`config.mk`:
```
export PLATFORM = sky130hd
export DESIGN_NAME = ethernet_transmit_framer_flat
export DESIGN_NICKNAME = d
export VERILOG_FILES = /design/src/rtl/ethernet_transmit_framer_if.sv /design/src/rtl/ethernet_transmit_framer.sv /design/src/flat_wrapper.sv
export SDC_FILE = /design/constraint.sdc
export NUM_CORES = 1
export LEC_CHECK = 0
export BUFFER_PORTS_ARGS = -buffer_cell sky130_fd_sc_hd__buf_2
export CAP_MARGIN = 10
export CORE_ASPECT_RATIO = 1.1
export CORE_MARGIN = 5
export CORE_UTILIZATION = 35
export CTS_BUF_LIST = sky130_fd_sc_hd__clkbuf_4 sky130_fd_sc_hd__clkbuf_8
export CTS_CLUSTER_SIZE = 25
export DETAILED_ROUTE_END_ITERATION = 10
export PLACE_DENSITY = 0.58
export SLEW_MARGIN = 20
export SYNTH_ARGS = -nofsm -noshare
export SYNTH_HDL_FRONTEND = slang
export SYNTH_SLANG_ARGS = --single-unit
```
`constraint.sdc`:
```
create_clock -name clock -period 4 [get_ports clock]
set_input_delay 0.4 -clock clock [delete_from_list [all_inputs] [get_ports clock]]
set_output_delay 0.4 -clock clock [all_outputs]
set_load 0.03 [all_outputs]
```
`src/rtl/ethernet_transmit_framer_if.sv`:
```
// Byte-stream input and line-side output bundle of the Ethernet transmit framer.
// The framer binds to the slave modport; the stream source binds to master.
interface ethernet_transmit_framer_if;
    logic [7:0] s_data;
    logic       s_valid;
    logic       s_last;
    logic       s_ready;
    logic [7:0] tx_data;
    logic       tx_enable;
    logic       tx_error;
    logic       busy;

    modport master (
        output s_data, s_valid, s_last,
        input  s_ready, tx_data, tx_enable, tx_error, busy
    );

    modport slave (
        input  s_data, s_valid, s_last,
        output s_ready, tx_data, tx_enable, tx_error, busy
    );
endinterface

```
`src/rtl/ethernet_transmit_framer.sv`:
```
// Ethernet transmit framer: preamble/SFD, payload, optional pad, CRC-32 FCS, IFG.
// Define FRAME_PADDING_EN to pad short frames to 60 payload+pad bytes.
module ethernet_transmit_framer (
    input  logic clock,
    input  logic reset_n,
    ethernet_transmit_framer_if.slave bus
);
    localparam logic [31:0] POLY    = 32'hEDB88320;
    localparam logic [10:0] MAX_LEN = 11'd1514;
`ifdef FRAME_PADDING_EN
    localparam logic [10:0] MIN_LEN = 11'd60;
`endif

    typedef enum logic [2:0] {
        S_IDLE,
        S_PREAMBLE,
        S_SFD,
        S_PAYLOAD,
        S_PAD,
        S_FCS,
        S_DROP,
        S_GAP
    } state_t;

    state_t      state_q;
    logic [2:0]  pre_cnt_q;
    logic [10:0] byte_cnt_q;
    logic [2:0]  fcs_cnt_q;
    logic [3:0]  gap_cnt_q;
    logic [31:0] crc_q;
    logic [7:0]  tx_data_q;
    logic        tx_enable_q;
    logic        tx_error_q;

    logic        accept;
    logic [10:0] byte_cnt_d;
    logic [31:0] crc_d;
    logic [31:0] fcs;
    logic [7:0]  fcs_byte;
`ifdef FRAME_PADDING_EN
    logic [31:0] crc_pad_d;
`endif

    function automatic logic [31:0] crc_byte(
        input logic [31:0] c,
        input logic [7:0]  d
    );
        logic [31:0] r;
        r = c;
        for (int i = 0; i < 8; i++) begin
            r = (r[0] ^ d[i]) ? ((r >> 1) ^ POLY) : (r >> 1);
        end
        return r;
    endfunction

    // Ready is a pure decode of the registered state.
    assign bus.s_ready   = (state_q == S_SFD) ||
                           (state_q == S_PAYLOAD) ||
                           (state_q == S_DROP);
    assign bus.busy      = (state_q != S_IDLE);
    assign bus.tx_data   = tx_data_q;
    assign bus.tx_enable = tx_enable_q;
    assign bus.tx_error  = tx_error_q;

    assign accept     = bus.s_valid & bus.s_ready;
    assign byte_cnt_d = byte_cnt_q + 11'd1;
    assign crc_d      = crc_byte(crc_q, bus.s_data);
    assign fcs        = ~crc_q;
`ifdef FRAME_PADDING_EN
    assign crc_pad_d  = crc_byte(crc_q, 8'h00);
`endif

    always_comb begin
        fcs_byte = fcs[7:0];
        unique case (fcs_cnt_q[1:0])
            2'd0: fcs_byte = fcs[7:0];
            2'd1: fcs_byte = fcs[15:8];
            2'd2: fcs_byte = fcs[23:16];
            2'd3: fcs_byte = fcs[31:24];
        endcase
    end

    // Outputs are registered one state ahead: each state loads what
    // the line shows in the following cycle.
    always_ff @(posedge clock) begin
        if (!reset_n) begin
            state_q     <= S_IDLE;
            pre_cnt_q   <= '0;
            byte_cnt_q  <= '0;
            fcs_cnt_q   <= '0;
            gap_cnt_q   <= '0;
            crc_q       <= '1;
            tx_data_q   <= '0;
            tx_enable_q <= 1'b0;
            tx_error_q  <= 1'b0;
        end else begin
            tx_error_q <= 1'b0;
            unique case (state_q)
                S_IDLE: begin
                    pre_cnt_q   <= '0;
                    byte_cnt_q  <= '0;
                    fcs_cnt_q   <= '0;
                    gap_cnt_q   <= '0;
                    crc_q       <= '1;
                    tx_data_q   <= '0;
                    tx_enable_q <= 1'b0;
                    if (bus.s_valid) begin
                        state_q     <= S_PREAMBLE;
                        tx_data_q   <= 8'h55;
                        tx_enable_q <= 1'b1;
                    end
                end
                S_PREAMBLE: begin
                    if (pre_cnt_q == 3'd6) begin
                        state_q   <= S_SFD;
                        tx_data_q <= 8'hD5;
                    end else begin
                        pre_cnt_q <= pre_cnt_q + 3'd1;
                    end
                end
                S_SFD, S_PAYLOAD: begin
                    if (!accept || (!bus.s_last && byte_cnt_d == MAX_LEN)) begin
                        state_q     <= S_DROP;
                        tx_error_q  <= 1'b1;
                        tx_enable_q <= 1'b0;
                        tx_data_q   <= '0;
                    end else begin
                        byte_cnt_q <= byte_cnt_d;
                        crc_q      <= crc_d;
                        tx_data_q  <= bus.s_data;
                        fcs_cnt_q  <= '0;
                        if (bus.s_last) begin
`ifdef FRAME_PADDING_EN
                            state_q <= (byte_cnt_d < MIN_LEN) ? S_PAD : S_FCS;
`else
                            state_q <= S_FCS;
`endif
                        end else begin
                            state_q <= S_PAYLOAD;
                        end
                    end
                end
`ifdef FRAME_PADDING_EN
                S_PAD: begin
                    if (byte_cnt_q == MIN_LEN) begin
                        state_q   <= S_FCS;
                        tx_data_q <= fcs_byte;
                        fcs_cnt_q <= 3'd1;
                    end else begin
                        byte_cnt_q <= byte_cnt_d;
                        crc_q      <= crc_pad_d;
                        tx_data_q  <= 8'h00;
                    end
                end
`endif
                S_FCS: begin
                    if (fcs_cnt_q == 3'd4) begin
                        state_q     <= S_GAP;
                        gap_cnt_q   <= '0;
                        tx_enable_q <= 1'b0;
                        tx_data_q   <= '0;
                    end else begin
                        tx_data_q <= fcs_byte;
                        fcs_cnt_q <= fcs_cnt_q + 3'd1;
                    end
                end
                S_DROP: begin
                    if (accept && bus.s_last) begin
                        state_q   <= S_GAP;
                        gap_cnt_q <= '0;
                    end
                end
                S_GAP: begin
                    if (gap_cnt_q == 4'd11) begin
                        state_q <= S_IDLE;
                    end else begin
                        gap_cnt_q <= gap_cnt_q + 4'd1;
                    end
                end
                default: begin
                    state_q     <= S_IDLE;
                    tx_enable_q <= 1'b0;
                    tx_data_q   <= '0;
                end
            endcase
        end
    end
endmodule

```
`src/flat_wrapper.sv`:
```
// flat-port wrapper written by rule: the top's interface ports become plain ports
module ethernet_transmit_framer_flat 
  (clock, reset_n, bus_s_data, bus_s_valid, bus_s_last, bus_s_ready, bus_tx_data, bus_tx_enable, bus_tx_error, bus_busy);
  ethernet_transmit_framer_if bus_i ();
  input  logic clock;
  input  logic reset_n;
  input wire logic [$bits(bus_i.s_data)-1:0] bus_s_data;
  input wire logic [$bits(bus_i.s_valid)-1:0] bus_s_valid;
  input wire logic [$bits(bus_i.s_last)-1:0] bus_s_last;
  output wire logic [$bits(bus_i.s_ready)-1:0] bus_s_ready;
  output wire logic [$bits(bus_i.tx_data)-1:0] bus_tx_data;
  output wire logic [$bits(bus_i.tx_enable)-1:0] bus_tx_enable;
  output wire logic [$bits(bus_i.tx_error)-1:0] bus_tx_error;
  output wire logic [$bits(bus_i.busy)-1:0] bus_busy;
  assign bus_i.s_data = bus_s_data;
  assign bus_i.s_valid = bus_s_valid;
  assign bus_i.s_last = bus_s_last;
  assign bus_s_ready = bus_i.s_ready;
  assign bus_tx_data = bus_i.tx_data;
  assign bus_tx_enable = bus_i.tx_enable;
  assign bus_tx_error = bus_i.tx_error;
  assign bus_busy = bus_i.busy;
  ethernet_transmit_framer u_core (.clock(clock), .reset_n(reset_n), .bus(bus_i));
endmodule
```
==> flow_summary.toml, run 1 <==
[final_layout]
nets = 549
syn_to_final_growth_pct = 9.76
fin_cells = 682
drive_gt1_share_pct = 11.7
antenna_cells = 0

[global_route]
antenna_found_initial = 0
grt_overflow = 0
grtUsageTotal_pct = 16.2
first_global_vias = 3500
grt_max_degree = 44
grt_pass1_wl_um = 18100

[timing]
slew_violations = 0
fin_crit_ns = 2.97
fin_setup_tns_ns = 0
finalHoldViolations = 0
rsz0062_at_grt = "false"
max_freq_mhz = 336
fin_skew_ns = 0.0150
fin_crit_sh_pct = 74.3
tightestPinTransition_ns = 1.09
finalSetupViolCount = 0
relSlewSlack_pct = 26.7

[setup_path]
worstPathRequired_ns = 4.25
cp-start-kind = "register"
worstPathCellList = "ha_1 > nand4_1 > xnor2_1 > and3_1 > o221ai_4 > o21ai_1 > nor2_1 > o211a_1"
critPathMaxStageDelay_ns = 0.88
endpoint_kind = "register"
crit_fanout = 13
crit_type = "register to register"
cp_num_buf_inv = 0
cp_top_family = "compound AO/OA/AOI/OAI gates"
critPathSlowestCell = "o21ai_1"
cp.arrival_ns = 3.22

[synthesis]
ys_ff_latch = 66
synth_cell_types = 54
synth_top_family_by_area = "compound AO/OA/AOI/OAI gates"
synth_top_cell_by_area = "dfxtp_1"
synth.area.top_cells = "dfxtp_1, xnor2_1, nor2_1"
postSynth.asyncResetShare_pct = 0
syn_nets = 538
synth_top_flop_cell = "dfxtp_1"
synth_xor_area_share_pct = 17.4
synth_edf_count = 0
syn_avg_cell_area_um2 = 7.95
syn-cell-area_um2 = 4100
yosys.area_share.simple_pct = 21.0
synthMuxAreaShare_pct = 0.488
synth_top_area_share_pct = 32.2
synth-compound-area-share_pct = 21.3
syn_inst = 516
ys_seq_area_share_pct = 32.2
synthAdderAreaFrac_pct = 3.05
synth_warnings = 0

[floorplan]
start_util_pct = 35.7
fp.coreArea_um2 = 11500
die_h_um = 124
ioPinCount = 24
die_w_um = 113
dieArea_um2 = 14000
fp-row-count = 41

[placed_design]
portBuffers = 23
place.gp.congestion = 0.828
dp_cells = 666
dpl.hpwl_um = 7570

[cts]
cts.sinks = 66
htreeDepth = 3
cts_resized = 0
cts_buffers = 9
clockBufferDepth = 2
insertion_delay_ns = 0.36
cts-hold-fix-buffers = 0
root_buffer = "clkbuf_8"
clkTransAtPathRegs_ns = 0.08
postCtsSetupBuffers = 0
cts_tree = "yes"

[outcome]
status = "finished clean"

[route]
dr.pass1.iters = 7
post_drt_wl_per_cell_um = 16.4
routed_wl_um = 11200
ant_nets = 0
drc = 0
via_per_inst = 5.48
drt_iter0_drc = 288
num_vias = 3736

[pwr]
leakagePower_nw = 1.60
ir_drop_v = 0.000229
p_per_area_nw_per_um2 = 514

[worst_hold_path]
min_path_type = "primary input to register"

[flow_run]
cap_viol_max_count = 0
## through the flow
step	power [mW]	util, %	hold slack (ns)	setup WS [ns]	instance area (um^2)
after CTS	2.33	39.2	0.308	1.05	4500
after detailed placement	1.81	37.7	0.445	1.07	4330
final	2.32	39.2	0.324	1.03	4500
after floorplan	1.58	-	0.449	1.74	4100
after global placement	1.81	37.7	0.439	1.18	4330
after global routing	2.46	39.2	0.323	0.744	4500
## sequential cells by signal, indices dropped and copies added, names as in the netlist
| signal | flops |
|---|---|
| u_core.bus.tx_enable | 1 |
| u_core.state_q | 3 |
| u_core.bus.tx_data | 8 |
| u_core.crc_q | 32 |
| u_core.byte_cnt_q | 11 |
| u_core.gap_cnt_q | 4 |
| u_core.fcs_cnt_q | 3 |
| u_core.bus.tx_error | 1 |
| u_core.pre_cnt_q | 3 |
## per-layer routing
| metal | share of wire, % | vias to the layer above | track usage [%] |
|---|---|---|---|
| met2 | 47 | 94 | 26.4 |
| met1 | 47 | 1787 | 21.2 |
| li1 | - | 1844 | - |
| met5 | 0 | - | 0 |
| met4 | 1.4 | 0 | 4.51 |
| met3 | 4.8 | 11 | 4.11 |
## cells in the final DEF (no fill, tap or decap), types with 10 or more instances in the layout
cell	count
ha_1	10
a21oi_1	31
dfxtp_1	66
nand2_1	38
clkbuf_8	10
o21ai_1	19
buf_2	23
nand3_1	16
o21ai_0	38
xnor2_1	58
nor3_1	32
nor2_1	54
inv_1	13
## logic make-up after synthesis
family,count (synthesis)
buffers and inverters,44
muxes,2
xor gates and xnor gates,74
AOI/OAI and AO/OA,139
DFF,66
and+or+nand+nor,181
adders and majority gates,10
## final timing paths
| kind | cells after the start | slack (ns) | endpoint | from |
|---|---|---|---|---|
| max | 8 | 1.03 | u_core.byte_cnt_q[7] | u_core.byte_cnt_q[0] |
| min | 3 | 0.32 | u_core.bus.tx_data[7] | bus_s_data[7] |
| max reg2reg | 8 | 1.03 | u_core.byte_cnt_q[7] | u_core.byte_cnt_q[0] |
| min reg2reg | 2 | 0.45 | u_core.bus.tx_data[6] | u_core.bus.tx_data[6] |
## cell usage after synthesis (all sizes together), types with 2 or more instances
cell / n
a211oi: 9
a21o: 2
a21oi: 31
a221oi: 3
a311oi: 3
a31o: 2
a31oi: 6
and2: 3
and3: 8
buf: 10
clkbuf: 21
dfxtp: 66
ha: 10
inv: 13
mux2i: 2
nand2: 38
nand2b: 7
nand3: 16
nand4: 4
nor2: 54
nor2b: 3
nor3: 32
nor3b: 2
nor4: 3
nor4b: 3
o211ai: 3
o21ai: 57
o221ai: 5
o22ai: 7
o31ai: 3
or3: 4
or3b: 2
xnor2: 63
xor2: 11
## power breakdown
part / leakage, nW / internal, mW / total, mW / switching (mW)
Sequential: 0.536 / 0.724 / 0.800 / 0.0764
Combinational: 0.971 / 0.378 / 1.01 / 0.629
Clock: 0.0885 / 0.245 / 0.510 / 0.265
## worst reg2reg max path, stage by stage (launching register included)
cell and delay, ns:
dfxtp_1 0.46, ha_1 0.37, nand4_1 0.23, xnor2_1 0.19, and3_1 0.22, o221ai_4 0.17, o21ai_1 0.88, nor2_1 0.11
o211a_1 0.23
## layout make-up
cell class                      instances  area (um^2)
Fill cell                            1226         6990
Multi-Input combinational cell        406         2590
Sequential cell                        66         1320
Tap cell                              150          188
Timing Repair Buffer                   31          175
Clock buffer                           11          145
Inverter                               13         48.8
Clock inverter                          5         30.0
No activity file was read; power rests on OpenSTA's default activity.
==> run 2: changes to the inputs <==
--- a/config.mk
+++ b/config.mk
@@ -13,7 +13,7 @@
 export CTS_BUF_LIST = sky130_fd_sc_hd__clkbuf_4 sky130_fd_sc_hd__clkbuf_8
 export CTS_CLUSTER_SIZE = 25
 export DETAILED_ROUTE_END_ITERATION = 10
-export PLACE_DENSITY = 0.58
+export PLACE_DENSITY = 0.6
 export SLEW_MARGIN = 20
 export SYNTH_ARGS = -nofsm -noshare
 export SYNTH_HDL_FRONTEND = slang
==> constraint.sdc (replaced) <==
create_clock -name clock -period 2.7 [get_ports clock]
set_input_delay 0.27 -clock clock [delete_from_list [all_inputs] [get_ports clock]]
set_output_delay 0.27 -clock clock [all_outputs]
set_load 0.03 [all_outputs]
==> run 2 against run 1 <==
  * Core utilization increased by 1.2 points
  * Clock skew decreased by 0.0021 ns
  * Critical endpoint is now u_core.bus.tx_data[1]
  * Non-clock buffer count increased by 11
  * Sequential power increased by 45%
==> flow_summary.toml, run 2 (synthesized netlist as in run 1, its figures left out) <==
[outcome]
status = "finished clean"

[final_layout]
mostFrequentLayoutCell = "dfxtp_1"
layout_common_cells = "dfxtp_1, xnor2_1, nor2_1"
fill_cells = 1195
antenna_cells = 0
fin_cells = 692
nets = 560
regMostFlops = "u_core.crc_q"
drive_gt1_share_pct = 13.5
syn_to_final_growth_pct = 13.2
largest_reg_flops = 32

[timing]
max_freq_mhz = 399
finalHoldViolations = 0
finalSetupViolCount = 0
rsz0062_at_grt = "false"
tightestPinTransition_ns = 0.826
fin_setup_tns_ns = 0
timing.hold.ws_ns = 0.203
fin_crit_ns = 2.51
fin_skew_ns = 0.0129
slew_violations = 0
relSlewSlack_pct = 44.6
fin_crit_sh_pct = 92.9

[floorplan]
die_w_um = 113
dieArea_um2 = 14000
die_h_um = 124
ioPinCount = 24
start_util_pct = 35.7
fp.coreArea_um2 = 11500
fp-row-count = 41

[placed_design]
dpl.hpwl_um = 7710
dp_cells = 677
portBuffers = 23
place.gp.congestion = 0.842

[cts]
insertion_delay_ns = 0.34
cts.sinks = 66
htreeDepth = 3
clockBufferDepth = 2
cts_tree = "yes"
cts_buffers = 9
cts-hold-fix-buffers = 0
root_buffer = "clkbuf_8"
clkTransAtPathRegs_ns = 0.08

[setup_path]
crit_cells = 9
critPathSlowestCell = "dfxtp_1"
crit_fanout = 16
reg2regPathDepth = 9
crit_type = "register to register"
cp.arrival_ns = 2.70
worstPathRequired_ns = 2.90
cp_num_buf_inv = 1
r2r-end = "u_core.bus.tx_data[1]"
critPathMaxStageDelay_ns = 0.46
r2r-start = "u_core.byte_cnt_q[0]"
critPathLaunch = "u_core.byte_cnt_q[0]"
worstPathCellList = "ha_2 > nand4_1 > xnor2_1 > and3_1 > o221ai_4 > o21a_1 > buf_12 > a221oi_1 > nor2_1"
crit_path_end = "u_core.bus.tx_data[1]"
cp_top_family = "compound AO/OA/AOI/OAI gates"
r2r_slack_ns = 0.19
cp-start-kind = "register"
endpoint_kind = "register"

[pwr]
p_per_area_nw_per_um2 = 782
power_mw = 3.63
ir_drop_v = 0.000332
leakagePower_nw = 1.67

[route]
via_per_inst = 5.44
drc = 0
num_vias = 3762
post_drt_wl_per_cell_um = 15.9
drt_iter0_drc = 350
routed_wl_um = 11000
ant_nets = 0
dr.pass1.iters = 5

[global_route]
grt_max_degree = 43
antenna_found_initial = 0
grtUsageTotal_pct = 16.2
grt_pass1_wl_um = 18300
first_global_vias = 3669
grt_overflow = 0

[flow_run]
cap_viol_max_count = 0

[worst_hold_path]
min_path_type = "primary input to register"
-- run 2: worst min-delay path by stage --
stage                     depth (start not counted)                   from               endpoint
after floorplan                                   2          bus_s_data[7]  u_core.bus.tx_data[7]
after global placement                            2  u_core.bus.tx_data[0]  u_core.bus.tx_data[0]
after detailed placement                          2  u_core.bus.tx_data[4]  u_core.bus.tx_data[4]
after CTS                                         3          bus_s_data[7]  u_core.bus.tx_data[7]
after global routing                              3          bus_s_data[7]  u_core.bus.tx_data[7]
final                                             3          bus_s_data[7]  u_core.bus.tx_data[7]
-- run 2: layout make-up --
class	instances	area (um^2)	area share [%]
multi-input combinational	406	2600	55.9
sequential	66	1320	28.4
timing repair buffer	42	283	6.09
tap	150	188	4.04
clock buffer	13	173	3.72
inverter	13	48.8	1.05
clock inverter	2	35.0	0.754
-- run 2: what timing repair did --
action                     4_1_cts  5_1_grt
gates resized for setup          0        1
buffers inserted                 0        0
setup endpoints to repair        0        6
-- run 2: routing by layer --
layer	wire (um)	global-route usage [%]
met4	210	5.56
met1	5090	21.3
met2	5230	26.7
met5	0	0
met3	483	3.43
-- run 2: worst register-to-register path: cells and delay by family, from the launching register on --
family,cells,cell delay [ns]
buffers and inverters,1,0.16
adder cells (fa/ha/maj),1,0.31
XOR/XNOR,1,0.21
AO/OA/AOI/OAI,3,0.73
AND/OR/NAND/NOR,3,0.52
flip-flops,1,0.46
-- run 2: stage by stage --
stage	utilization, %	area (um^2)	setup WS [ns]
4_1_cts	40.4	4640	0.151
3_5_place_dp	38.6	4430	0.174
6_report	40.4	4640	0.192
3_3_place_gp	38.6	4430	0.274
5_1_grt	40.4	4640	0.0401
2_1_floorplan	-	4100	0.440
-- run 2: power breakdown --
group          internal (mW)  switching [mW]
Clock                  0.507           0.375
Combinational          0.618           0.973
Sequential              1.07          0.0841
Total                   2.20            1.43
==> run 3: changes to the inputs <==
--- a/config.mk
+++ b/config.mk
@@ -9,12 +9,11 @@
 export CAP_MARGIN = 10
 export CORE_ASPECT_RATIO = 1.1
 export CORE_MARGIN = 5
-export CORE_UTILIZATION = 35
+export CORE_UTILIZATION = 34
 export CTS_BUF_LIST = sky130_fd_sc_hd__clkbuf_4 sky130_fd_sc_hd__clkbuf_8
 export CTS_CLUSTER_SIZE = 25
 export DETAILED_ROUTE_END_ITERATION = 10
-export PLACE_DENSITY = 0.6
-export SLEW_MARGIN = 20
+export PLACE_DENSITY = 0.58
 export SYNTH_ARGS = -nofsm -noshare
 export SYNTH_HDL_FRONTEND = slang
 export SYNTH_SLANG_ARGS = --single-unit
==> run 3 against run 2 <==
  * Combinational power about the same
  * Via count about the same
  * Sequential share of layout area fell by 0.065 points
  * Clock-buffer cell count down 3
  * Critical path type unchanged
  * Critical endpoint is now u_core.byte_cnt_q[8]
==> flow_summary.toml, run 3 (synthesized netlist as in run 1, its figures left out) <==
[final_layout]
layout_common_cells = "dfxtp_1, xnor2_1, nor2_1"
finalCoreUtilization_pct = 39.1
area.sequential_um2 = 1320
design_area_um2 = 4660
fill_cells = 1217
syn_to_final_growth_pct = 13.6
fin_cells = 699
largest_reg_flops = 32
nets = 562
antenna_cells = 0
multiInputGateArea_um2 = 2600
drive_gt1_share_pct = 14.1
regMostFlops = "u_core.crc_q"
mostFrequentLayoutCell = "dfxtp_1"

[route]
wl_met2_um = 5240
ant_nets = 0
post_drt_wl_per_cell_um = 15.9
routed_wl_um = 11100
via_per_inst = 5.39
drc = 0
drt-met1-wl_um = 5220
num_vias = 3765
highest-signal-layer = "met4"
met3_length_um = 503
dr.pass1.iters = 5
drt_iter0_drc = 282

[global_route]
grt_overflow = 0
first_global_vias = 3761
grtUsageTotal_pct = 16.1
grt_max_degree = 43
antenna_found_initial = 0
grt_pass1_wl_um = 18800

[cts]
root_buffer = "clkbuf_8"
htreeDepth = 3
cts_tree = "yes"
clockBufferDepth = 2
cts.sinks = 66
cts_buffers = 9
cts-hold-fix-buffers = 0
insertion_delay_ns = 0.35
clkTransAtPathRegs_ns = 0.08

[setup_path]
critPathSlowestCell = "dfxtp_1"
crit_type = "register to register"
crit_fanout = 16
worstPathCellList = "ha_2 > nand4_1 > xnor2_1 > and3_1 > o221ai_4 > o21a_1 > buf_12 > a21oi_1 > a311oi_1"
r2r_slack_ns = 0.24
cp.arrival_ns = 2.71
worstPathRequired_ns = 2.95
endpoint_kind = "register"
cp-start-kind = "register"
critPathMaxStageDelay_ns = 0.43

[placed_design]
portBuffers = 23
pre_cts_slack_ns = 0.145
dp_cells = 683
placedInstanceArea_um2 = 4470
place.gp.congestion = 0.892
dpl.hpwl_um = 7850

[pwr]
p_per_area_nw_per_um2 = 771
ir_drop_v = 0.000357
leakagePower_nw = 1.68
power_mw = 3.59

[timing]
timing.final.ws_setup_ns = 0.243
rsz0062_at_grt = "false"
fin_setup_tns_ns = 0
fin_crit_ns = 2.46
fin_crit_sh_pct = 91.0
finalSetupViolCount = 0
max_freq_mhz = 407
slew_violations = 0
relSlewSlack_pct = 43.8
timing.hold.ws_ns = 0.182
finalHoldViolations = 0
tightestPinTransition_ns = 0.842
fin_skew_ns = 0.00876

[outcome]
status = "finished clean"

[flow_run]
cap_viol_max_count = 0

[floorplan]
dieArea_um2 = 14400
start_util_pct = 34.4
fp.coreArea_um2 = 11900
die_h_um = 125
ioPinCount = 24
fp-row-count = 42
die_w_um = 115

[worst_hold_path]
min_path_type = "primary input to register"
[run 3: changes by cell type in the layout (fill, tap and decap cells not counted)]
cell,before,now
buf_12,2,3
buf_4,17,18
clkbuf_8,12,9
clkinv_2,1,4
clkinvlp_4,0,1
dfxtp_1,66,65
dfxtp_2,0,1
[run 3: final cells by class]
type                       count  area share, %
multi-input combinational    406           55.7
sequential                    66           28.4
timing repair buffer          44           6.66
inverter                      13           1.05
tap                          154           4.14
clock buffer                  10           2.82
clock inverter                 6           1.24
[run 3: report_power, final]
group          switching, mW  leakage [nW]  internal, mW
Clock                  0.393        0.0992         0.430
Combinational          0.977          1.04         0.639
Sequential            0.0842         0.537          1.07
Total                   1.45          1.68          2.14
[run 3: what timing repair did]
item / in CTS / in global routing
resized for setup: 0 / 2
endpoints found under the setup margin: 0 / 19
setup buffers: 0 / 0
[run 3: final timing paths]
path,endpoint,cells past startpoint,startpoint
hold reg to reg,u_core.bus.tx_data[6],2,u_core.bus.tx_data[6]
setup / recovery,u_core.byte_cnt_q[8],9,u_core.byte_cnt_q[1]
setup reg to reg,u_core.byte_cnt_q[8],9,u_core.byte_cnt_q[1]
hold / removal,u_core.bus.tx_data[7],3,bus_s_data[7]
[run 3: critical path, delay by kind of cell, from the launching register on]
family / cells / cell delay [ns]
xor+xnor: 1 / 0.19
compound gates: 4 / 0.86
buf+inv: 1 / 0.15
flops: 1 / 0.43
fa+ha+maj: 1 / 0.30
simple gates: 2 / 0.43
[run 3: metal layers]
metal  GRT usage [%]  vias up
li1                -     1880
met1            21.3     1778
met2            25.7       90
met3            4.35       17
met4            4.35        0
met5               0        -
